==> src/rtl/enigma_pkg.sv <==
// Shared definitions for the Enigma cipher datapath: symbol format and
// the message-feeder FSM state encoding.
package enigma_pkg;

  localparam int SW = 7;

  typedef logic signed [SW-1:0] symbol_t;

  typedef enum logic [1:0] {
    IDLE,
    LOAD,
    PREP,
    SEND
  } feeder_state_t;

endpackage

==> src/rtl/enigma_sym_ram.sv <==
// Simple dual-port symbol buffer: one synchronous write port, one
// synchronous (one-cycle latency) read port.
module enigma_sym_ram #(
  parameter int DEPTH = 128,
  parameter int SW    = 7
) (
  input  logic                       clk_i,
  input  logic                       wr_en_i,
  input  logic [$clog2(DEPTH)-1:0]   wr_addr_i,
  input  logic signed [SW-1:0]       wr_data_i,
  input  logic [$clog2(DEPTH)-1:0]   rd_addr_i,
  output logic signed [SW-1:0]       rd_data_o
);

  logic signed [SW-1:0] mem [DEPTH];

  // Write port and registered read port share the clock.
  // NOTE: the array has no reset so it maps onto block RAM; every slot is written before it is read.
  always_ff @(posedge clk_i) begin
    if (wr_en_i) mem[wr_addr_i] <= wr_data_i;
    rd_data_o <= mem[rd_addr_i];
  end

endmodule

==> src/rtl/enigma_msg_feeder.sv <==
// Collects one message of upstream symbols, then replays it to the cipher
// core as a contiguous burst preceded by a one-cycle rotor reset pulse.
module enigma_msg_feeder #(
  parameter int DEPTH = 128,
  parameter int SW    = enigma_pkg::SW
) (
  input  logic                 clk_i,
  input  logic                 rst_n_i,
  input  logic                 wr_val_i,
  input  logic signed [SW-1:0] wr_symbol_i,
  input  logic                 wr_last_i,
  output logic                 wr_rdy_o,
  input  logic                 abort_i,
  output logic                 rotors_rst_o,
  output logic [7:0]           symb_numb_o,
  output logic                 symb_val_o,
  output logic signed [SW-1:0] symbol_o,
  output logic                 ovf_o
);

  import enigma_pkg::*;

  localparam int AW = $clog2(DEPTH);

  feeder_state_t        state, state_nxt;
  logic [AW:0]          wp, rp;
  logic [AW-1:0]        last_idx;
  logic [AW:0]          last_end;
  logic                 wr_acc, at_end, wr_close, send_done;
  logic signed [SW-1:0] rd_data;

  // Handshake and message-closure decode; abort wins over a write.
  assign wr_rdy_o  = rst_n_i && ((state == IDLE) || (state == LOAD));
  assign wr_acc    = wr_val_i && wr_rdy_o && !abort_i;
  assign at_end    = (wp == (AW+1)'(DEPTH-1));
  assign wr_close  = wr_acc && (wr_last_i || at_end);
  assign ovf_o     = wr_acc && at_end && !wr_last_i;
  assign last_end  = {1'b0, last_idx} + (AW+1)'(1);
  // rp runs one ahead of the symbol being presented, so the burst ends when it passes N-1.
  assign send_done = (rp == last_end);
  assign symbol_o  = symb_val_o ? rd_data : '0;

  enigma_sym_ram #(.DEPTH(DEPTH), .SW(SW)) u_ram (
    .clk_i     (clk_i),
    .wr_en_i   (wr_acc),
    .wr_addr_i (wp[AW-1:0]),
    .wr_data_i (wr_symbol_i),
    .rd_addr_i (rp[AW-1:0]),
    .rd_data_o (rd_data)
  );

  // State register.
  // NOTE: sequential blocks use non-blocking assignments so every register samples pre-edge values.
  always_ff @(posedge clk_i or negedge rst_n_i) begin
    if (!rst_n_i) state <= IDLE;
    else          state <= state_nxt;
  end

  // Next-state logic.
  // NOTE: state_nxt is defaulted first so no path through the case infers a latch.
  always_comb begin
    state_nxt = state;
    if (abort_i) begin
      state_nxt = IDLE;
    end else begin
      case (state)
        IDLE:    if (wr_close) state_nxt = PREP;
                 else if (wr_acc) state_nxt = LOAD;
        LOAD:    if (wr_close) state_nxt = PREP;
        PREP:    state_nxt = SEND;
        SEND:    if (send_done) state_nxt = IDLE;
        default: state_nxt = IDLE;
      endcase
    end
  end

  // Write/read pointers and captured last index.
  always_ff @(posedge clk_i or negedge rst_n_i) begin
    if (!rst_n_i) begin
      wp       <= '0;
      rp       <= '0;
      last_idx <= '0;
    end else if (abort_i) begin
      wp <= '0;
      rp <= '0;
    end else begin
      if (wr_acc) wp <= wr_close ? '0 : wp + (AW+1)'(1);
      if (wr_close) last_idx <= wp[AW-1:0];
      // PREP issues the read of slot 0; SEND prefetches the following slot each cycle.
      if (state == PREP)      rp <= (AW+1)'(1);
      else if (state == SEND) rp <= send_done ? '0 : rp + (AW+1)'(1);
    end
  end

  // Registered burst control outputs toward the cipher core.
  always_ff @(posedge clk_i or negedge rst_n_i) begin
    if (!rst_n_i) begin
      rotors_rst_o <= 1'b0;
      symb_val_o   <= 1'b0;
      symb_numb_o  <= '0;
    end else begin
      rotors_rst_o <= (state_nxt == PREP);
      symb_val_o   <= (state_nxt == SEND);
      if (state == PREP) symb_numb_o <= 8'(last_idx);
    end
  end

endmodule
==> config.mk <==
export PLATFORM = sky130hd
export DESIGN_NAME = enigma_msg_feeder
export DESIGN_NICKNAME = d
export VERILOG_FILES = /design/src/rtl/enigma_pkg.sv /design/src/rtl/enigma_sym_ram.sv /design/src/rtl/enigma_msg_feeder.sv
export SDC_FILE = /design/constraint.sdc
export NUM_CORES = 1
export LEC_CHECK = 0
export BUFFER_PORTS_ARGS = -buffer_cell sky130_fd_sc_hd__buf_4
export CAP_MARGIN = 25
export CORE_ASPECT_RATIO = 0.8
export CORE_MARGIN = 2
export CORE_UTILIZATION = 60
export DETAILED_ROUTE_END_ITERATION = 6
export PLACE_DENSITY_LB_ADDON = 0.08
export SLEW_MARGIN = 20
export SYNTH_ARGS = -nofsm -noshare
export SYNTH_HDL_FRONTEND = slang
export SYNTH_SLANG_ARGS = --single-unit
==> constraint.sdc <==
create_clock -name clk_i -period 7.15 [get_ports clk_i]
set_input_delay 0.715 -clock clk_i [delete_from_list [all_inputs] [get_ports clk_i]]
set_output_delay 0.715 -clock clk_i [all_outputs]
set_load 0.01 [all_outputs]
==> summary.txt, run 1 <==
Drt
  • Initial drt markers: between 1.5k and 2k
  • Drt first pass iters: 5
  • Vias: 18.0k
  • DRC Markers: 0
  • Post-Route WL: 81400 µm
  • DRT antenna net count: 0
  • WL/cell: 29.2 µm
  • Vias per cell: roughly 6.5

Clock network
  • H-tree levels: 3
  • CTS max path bufs: 3
  • Post-CTS setup buffers: 0
  • CTS root buf: clkbuf_16
  • Clock-pin slew on the worst setup and hold paths: 60 ps
  • CTS tree: yes
  • Total CTS buffers: 87
  • Clk_lat worst skew: approximately 640 ps
  • Cts hold-fix bufs: 0
  • Post-CTS resize count: 0
  • Clock sink total: approximately 940

Floorplan
  • Initial Utilization: 60.4%
  • Die ar.: about 63000 µm²
  • Die Wd: around 280 µm
  • Placeable Area: a little over 60000 µm²
  • Std-Cell Rows: 81
  • Die Y: 226 µm
  • I/O pin count: 31

Placement
  • # port buffers: 29
  • Placement Cell Area: roughly 38000 µm²
  • Placer Congestion: 0.852
  • Detail Placement HPWL: a little under 50000 µm

Yosys
  • Mean Syn Cell Area: around 20 µm²
  • Number of enable flip-flop cells after synthesis: about 900
  • Area contributors post-synth: edfxtp_1 73%, mux4_2 12%, mux2i_1 2.5%
  • Dominant synthesized flop cell: edfxtp_1
  • Synth top area share: between 70% and 80%
  • Synth warn: 0
  • Register area share after synthesis: between 70% and 80%
  • Distinct cell type count after synthesis: 57
  • Synthesized cell area: approximately 37000 µm²
  • Synth Register Bits: approximately 940
  • Asr flop ratio synth: 3.63%
  • Synth Net Count: 1855
  • Cells after Synth: 1840
  • Largest area contributor in the netlist: edfxtp_1

Cells and area
  • ANT cells: 0
  • Most frequent cells in the layout: 896 x edfxtp_1, 196 x mux4_2, 153 x nor2_1
  • Design area: 40800 µm²
  • Post-layout util: between 60% and 70%
  • Most common cell after layout, fill and taps aside: edfxtp_1
  • P&R area growth vs syn: 11.0%
  • Share of layout cells above drive strength 1: roughly 22%
  • Final #Nets: around 1.9k
  • FILL cells: about 3.9k

Power and ir drop
  • Peak supply drop: about 210 µV
  • Design Power: between 0.01 and 0.015 W
  • PwrDens: roughly 270 nW/µm²
  • LEAKAGE: around 13 nW

STA
  • Final Skew: 12.6 ps
  • Crit share post-route: a little over half
  • RSZ-0062 raised after global routing: no
  • Final setup vio count: 0
  • Max-slew violations: 0
  • Fin. Hold Viols: 0
  • Slew margin rel.: a little over 30%
  • Worst Tran Pin Value: between 1000 and 1500 ps
  • Sum Neg Setup Slack: 0 ps
  • Fmax: approximately 260 MHz
  • Minimum clock period: 3850 ps

Setup path
  • Critical path class: reg -> reg
  • Crit start category: register
  • CP arrival: approximately 4400 ps
  • CP Capture Type: register
  • Reg2reg path depth: 6
  • Worst Path Required: 7670 ps
  • Crit-path max FO: between 90 and 100

Outcome
  • Status: completed

Min path
  • Hold crit path type: in -> async

GRT
  • First-pass GRT wire length: around 120000 µm
  • Pin count of the biggest net entering global routing: 94
  • Vias in the first global route: between 15k and 20k
  • GRT overflow: 0
  • GR Util All Layers: between 20% and 30%
  • Initial antenna violation count: 2

Job
  • Max-cap viol count: 0
[flip-flops by register name (all words and copies together), names as in the netlist]
name	flops
last_idx	7
rotors_rst_o	1
rp	8
state	2
symb_numb_o	7
symb_val_o	1
u_ram.mem	896
u_ram.rd_data_o	7
wp	8
[cell type report]
cell class              instances  area, µm²  share of cell area, %
flip-flops and latches        937      27900                   68.3
clock buffers                 114       2450                   6.01
inverters                       9       33.8                 0.0827
well taps                     830       1040                   2.54
repair buffers                 56        465                   1.14
multi-input cells             791       8390                   20.5
clock inverters                49        557                   1.36
[layer usage]
metal  vias to the layer above  share of wire (%)  global-route usage [%]
li1                       7649                  -                       -
met1                      9479                 43                    40.8
met2                       735                 47                    40.1
met3                       121                7.4                    4.13
met4                         2                2.3                    6.80
met5                         -              0.011                       0
[final timing paths]
path                                             from                    endpoint  slack [ps]
setup / recovery                    rp[0]$_DFFE_PN0P_  u_ram.rd_data_o[0]$_DFF_P_        3300
hold / removal                                rst_n_i  symb_numb_o[1]$_DFFE_PN0P_          30
setup reg to reg                    rp[0]$_DFFE_PN0P_  u_ram.rd_data_o[0]$_DFF_P_        3300
hold reg to reg            symb_numb_o[3]$_DFFE_PN0P_  symb_numb_o[3]$_DFFE_PN0P_         490
max in group asynchronous                     rst_n_i           rp[0]$_DFFE_PN0P_        6740
min in group clk_i                            abort_i           rp[4]$_DFFE_PN0P_         360
[metrics by stage]
stage                     setup slack [ps]  std cells  hold slack [ps]
after floorplan                       4690       1840              419
after global placement                2780       2621              477
after detailed placement              2660       2621              481
after CTS                             3160       2784             18.1
after global routing                  3090       2786             54.3
final                                 3300       2786             31.6
[critical path: stages, from the launching register on]
cell and delay (ps):
dfrtp_4 930, buf_12 610, buf_4 660, mux4_2 610, a22oi_1 260, a21boi_0 190, o32a_1 310
[synthesized netlist by cell type (7+ instances only)]
cell type	instances
a211oi_1	20
a21boi_0	7
a21oi_1	26
a22o_1	14
a22oi_1	42
and2_1	17
buf_2	20
buf_4	11
buf_6	8
clkbuf_1	58
dfrtp_1	34
dfxtp_1	7
edfxtp_1	896
inv_1	8
mux2_2	26
mux2i_1	91
mux4_2	196
nand2_1	31
nand3_1	15
nor2_1	154
nor2b_1	13
nor3_1	16
o21ai_0	16
o221ai_1	7
o22ai_1	14
o2bb2ai_1	7
o32a_1	7
o32ai_1	8
xnor2_1	10
[kinds of logic after synthesis]
group	synth area share, %
flops	75.8
mux	15.3
simple gates	3.25
compound gates	3.74
buf+inv	1.49
xor+xnor	0.357
fa+ha+maj	0.102
other cells	0.0102
[report_power, final]
group / leakage [nW] / switching [W] / total [W] / internal (W)
Clock: 1.47 / 0.00196 / 0.00482 / 0.00286
Sequential: 8.57 / 0.0000183 / 0.00604 / 0.00602
Combinational: 2.55 / 0.000205 / 0.000334 / 0.000129
No activity file was read; power rests on OpenSTA's default activity.
==> inputs of run 2 (changes only) <==
- ABC_AREA: unset -> 1
- CORE_UTILIZATION: 60 -> 57
- clock period: 7.15 -> 3.25 ns (I/O delays scaled with it)
==> run 2 against run 1 <==
Synthesized area up 4.4%; via count up 42%; worst setup slack worse by 3100 ps; sequential power up 120%; register-to-register slack worse by 3100 ps; maximum frequency up 27%; clock power up 110%; core utilization down 4.0 points; die area up 9.7%.
==> summary.txt, run 2 <==
Placement
  • # port buffers: 29
  • Placement Cell Area: about 39000 µm²
  • Placer Congestion: ~0.86
  • Detail Placement HPWL: around 57000 µm
  • Dpl ws: 243 ps

Floorplan
  • Initial Utilization: a little under three fifths
  • Die Y: roughly 240 µm
  • Die ar.: approximately 69000 µm²
  • I/O pin count: 31
  • Die Wd: between 200 and 300 µm
  • Std-Cell Rows: 85
  • Placeable Area: 67000 µm²

Power and ir drop
  • Design Power: 0.0247 W
  • LEAKAGE: about 15 nW
  • PwrDens: 585 nW/µm²
  • Peak supply drop: 395 µV

Drt
  • Vias: 25.5k
  • DRC Markers: 0
  • Initial drt markers: ~3.2k
  • Vias per cell: between 6 and 7
  • WL/cell: between 20 and 25 µm
  • Drt first pass iters: 6
  • DRT antenna net count: 0
  • Post-Route WL: between 90000 and 100000 µm

STA
  • Fmax: approximately 330 MHz
  • Slew margin rel.: 35.5%
  • Final Skew: approximately 17 ps
  • Sum Neg Setup Slack: 0 ps
  • Max-slew violations: 0
  • Final setup vio count: 0
  • Minimum clock period: 3040 ps
  • Setup WS post-layout: about 210 ps
  • Fin. Hold Viols: 0
  • Worst Tran Pin Value: roughly 970 ps
  • RSZ-0062 raised after global routing: no
  • Crit share post-route: around 93%

Cells and area
  • Largest Register: u_ram.mem
  • P&R area growth vs syn: 10.0%
  • Share of layout cells above drive strength 1: 6.67%
  • Final #Nets: about 3.3k
  • Top flop regs: u_ram.mem: 896 flops, rp: 8 flops, wp: 8 flops
  • Most common cell after layout, fill and taps aside: nand2_1
  • Most frequent cells in the layout: 1023 x nand2_1, 896 x edfxtp_1, 780 x nand3_1
  • Max reg flops: ~900
  • Design area: 42300 µm²
  • FILL cells: 5150

Yosys
  • Area contributors post-synth: edfxtp_1 70%, nand3_1 10%, nand2_1 10%
  • Synth Register Bits: 937
  • Dominant synthesized flop cell: edfxtp_1
  • Register area share after synthesis: between 70 and 80%
  • Synth warn: 0
  • Number of enable flip-flop cells after synthesis: ~900
  • Cells after Synth: between 3k and 4k
  • Synthesized cell area: roughly 38000 µm²
  • Top-count cell post-synth: nand2_1
  • Synth Net Count: around 3.4k
  • Synth top area share: 70.0%
  • Largest area contributor in the netlist: edfxtp_1
  • Commonest cells in the netlist: 1023 x nand2_1, 896 x edfxtp_1, 780 x nand3_1
  • Mean Syn Cell Area: around 12 µm²
  • Distinct cell type count after synthesis: 32
  • Asr flop ratio synth: under 10%

GRT
  • Initial antenna violation count: 1
  • Vias in the first global route: about 25k
  • Pin count of the biggest net entering global routing: 200
  • GR Util All Layers: between 20% and 30%
  • GRT overflow: 0
  • First-pass GRT wire length: approximately 150000 µm

Clock network
  • Post-CTS setup buffers: 0
  • Clk_lat worst skew: about 640 ps
  • Clock sink total: approximately 940
  • Total CTS buffers: between 80 and 90
  • CTS tree: yes
  • CTS max path bufs: 3
  • CTS root buf: clkbuf_16
  • H-tree levels: 3
  • Clock-pin slew on the worst setup and hold paths: approximately 70 ps

Job
  • Max-cap viol count: 0

Setup path
  • CP Capture Type: register
  • Crit start category: register
  • Critical path class: reg -> reg
  • Crit-path max FO: between 100 and 150
  • Reg2reg path depth: 11
  • CP arrival: roughly 3600 ps
  • Worst Path Required: between 3000 and 4000 ps

Min path
  • Worst hold stages: 4
  • Hold crit path type: in -> reg

Outcome
  • Status: completed
run 2: worst paths after layout:
check                                        endpoint  slack [ps]                        from
max in group asynchronous           rp[0]$_DFFE_PN0P_        2570                     rst_n_i
max                        u_ram.rd_data_o[6]$_DFF_P_         210           rp[0]$_DFFE_PN0P_
min                                 wp[3]$_DFFE_PN0P_          40                   wr_last_i
max reg2reg                u_ram.rd_data_o[6]$_DFF_P_         210           rp[0]$_DFFE_PN0P_
min reg2reg                symb_numb_o[4]$_DFFE_PN0P_         490  symb_numb_o[4]$_DFFE_PN0P_
min in group asynchronous     last_idx[1]$_DFFE_PN0P_         300                     rst_n_i
run 2: layout make-up:
cell class / count / area, µm² / share of cell area, %
multi-input combinational: 2142 / 9330 / 22.1
timing repair buffer: 79 / 851 / 2.01
inverter: 55 / 226 / 0.536
sequential: 937 / 27900 / 66.0
clock buffer: 116 / 2460 / 5.83
antenna: 1 / 2.50 / 0.00592
clock inverter: 45 / 399 / 0.944
tap: 870 / 1090 / 2.58
run 2: cell families (layout without fill, tap and decap cells):
group | after synthesis | in the layout | synth area share (%)
AO/OA/AOI/OAI | 95 | 95 | 1.34
XOR/XNOR | 12 | 12 | 0.274
adder cells (fa/ha/maj) | 3 | 3 | 0.0977
buffers and inverters | 260 | 295 | 3.09
flip-flops | 937 | 937 | 72.6
other | 1 | 2 | 0.00976
AND/OR/NAND/NOR | 2031 | 2031 | 22.6
run 2: worst max-delay path: stages (launching register included):
cell and delay, ps:
dfrtp_4 540, clkinv_8 80, buf_12 410, buf_12 480, nand2_1 100, nand3_1 100, nand3_1 130, nand3_1 170
a21oi_1 130, o21ai_1 540, nand2_1 140, inv_1 80
run 2: layer usage:
| metal | part of all wire (%) | global-route usage, % |
|---|---|---|
| met2 | 45 | 43.7 |
| met5 | 0.013 | 0 |
| met4 | 2.9 | 9.31 |
| met3 | 9.8 | 6.57 |
| met1 | 42 | 42.4 |
run 2: what timing repair did:
item                                   4_1_cts  5_1_grt
endpoints found under the hold margin       42        0
gates resized for setup                      0        0
hold buffers                                 3        0
run 2: through the flow:
stage / instances / hold WS (ps) / utilization [%]
final: 4245 / 38.1 / 63.1
after global routing: 4244 / 73.1 / 63.1
after detailed placement: 4080 / 403 / 58.8
after global placement: 4080 / 388 / 58.8
after CTS: 4244 / 20.3 / 63.1
after floorplan: 3339 / 29.4 / -
run 2: power by group:
| group | internal, W | leakage (nW) | switching, W |
|---|---|---|---|
| registers | 0.0133 | 8.57 | 0.0000552 |
| logic | 0.000290 | 4.91 | 0.000843 |
| clock network | 0.00582 | 1.40 | 0.00443 |
| total | 0.0194 | 14.9 | 0.00533 |
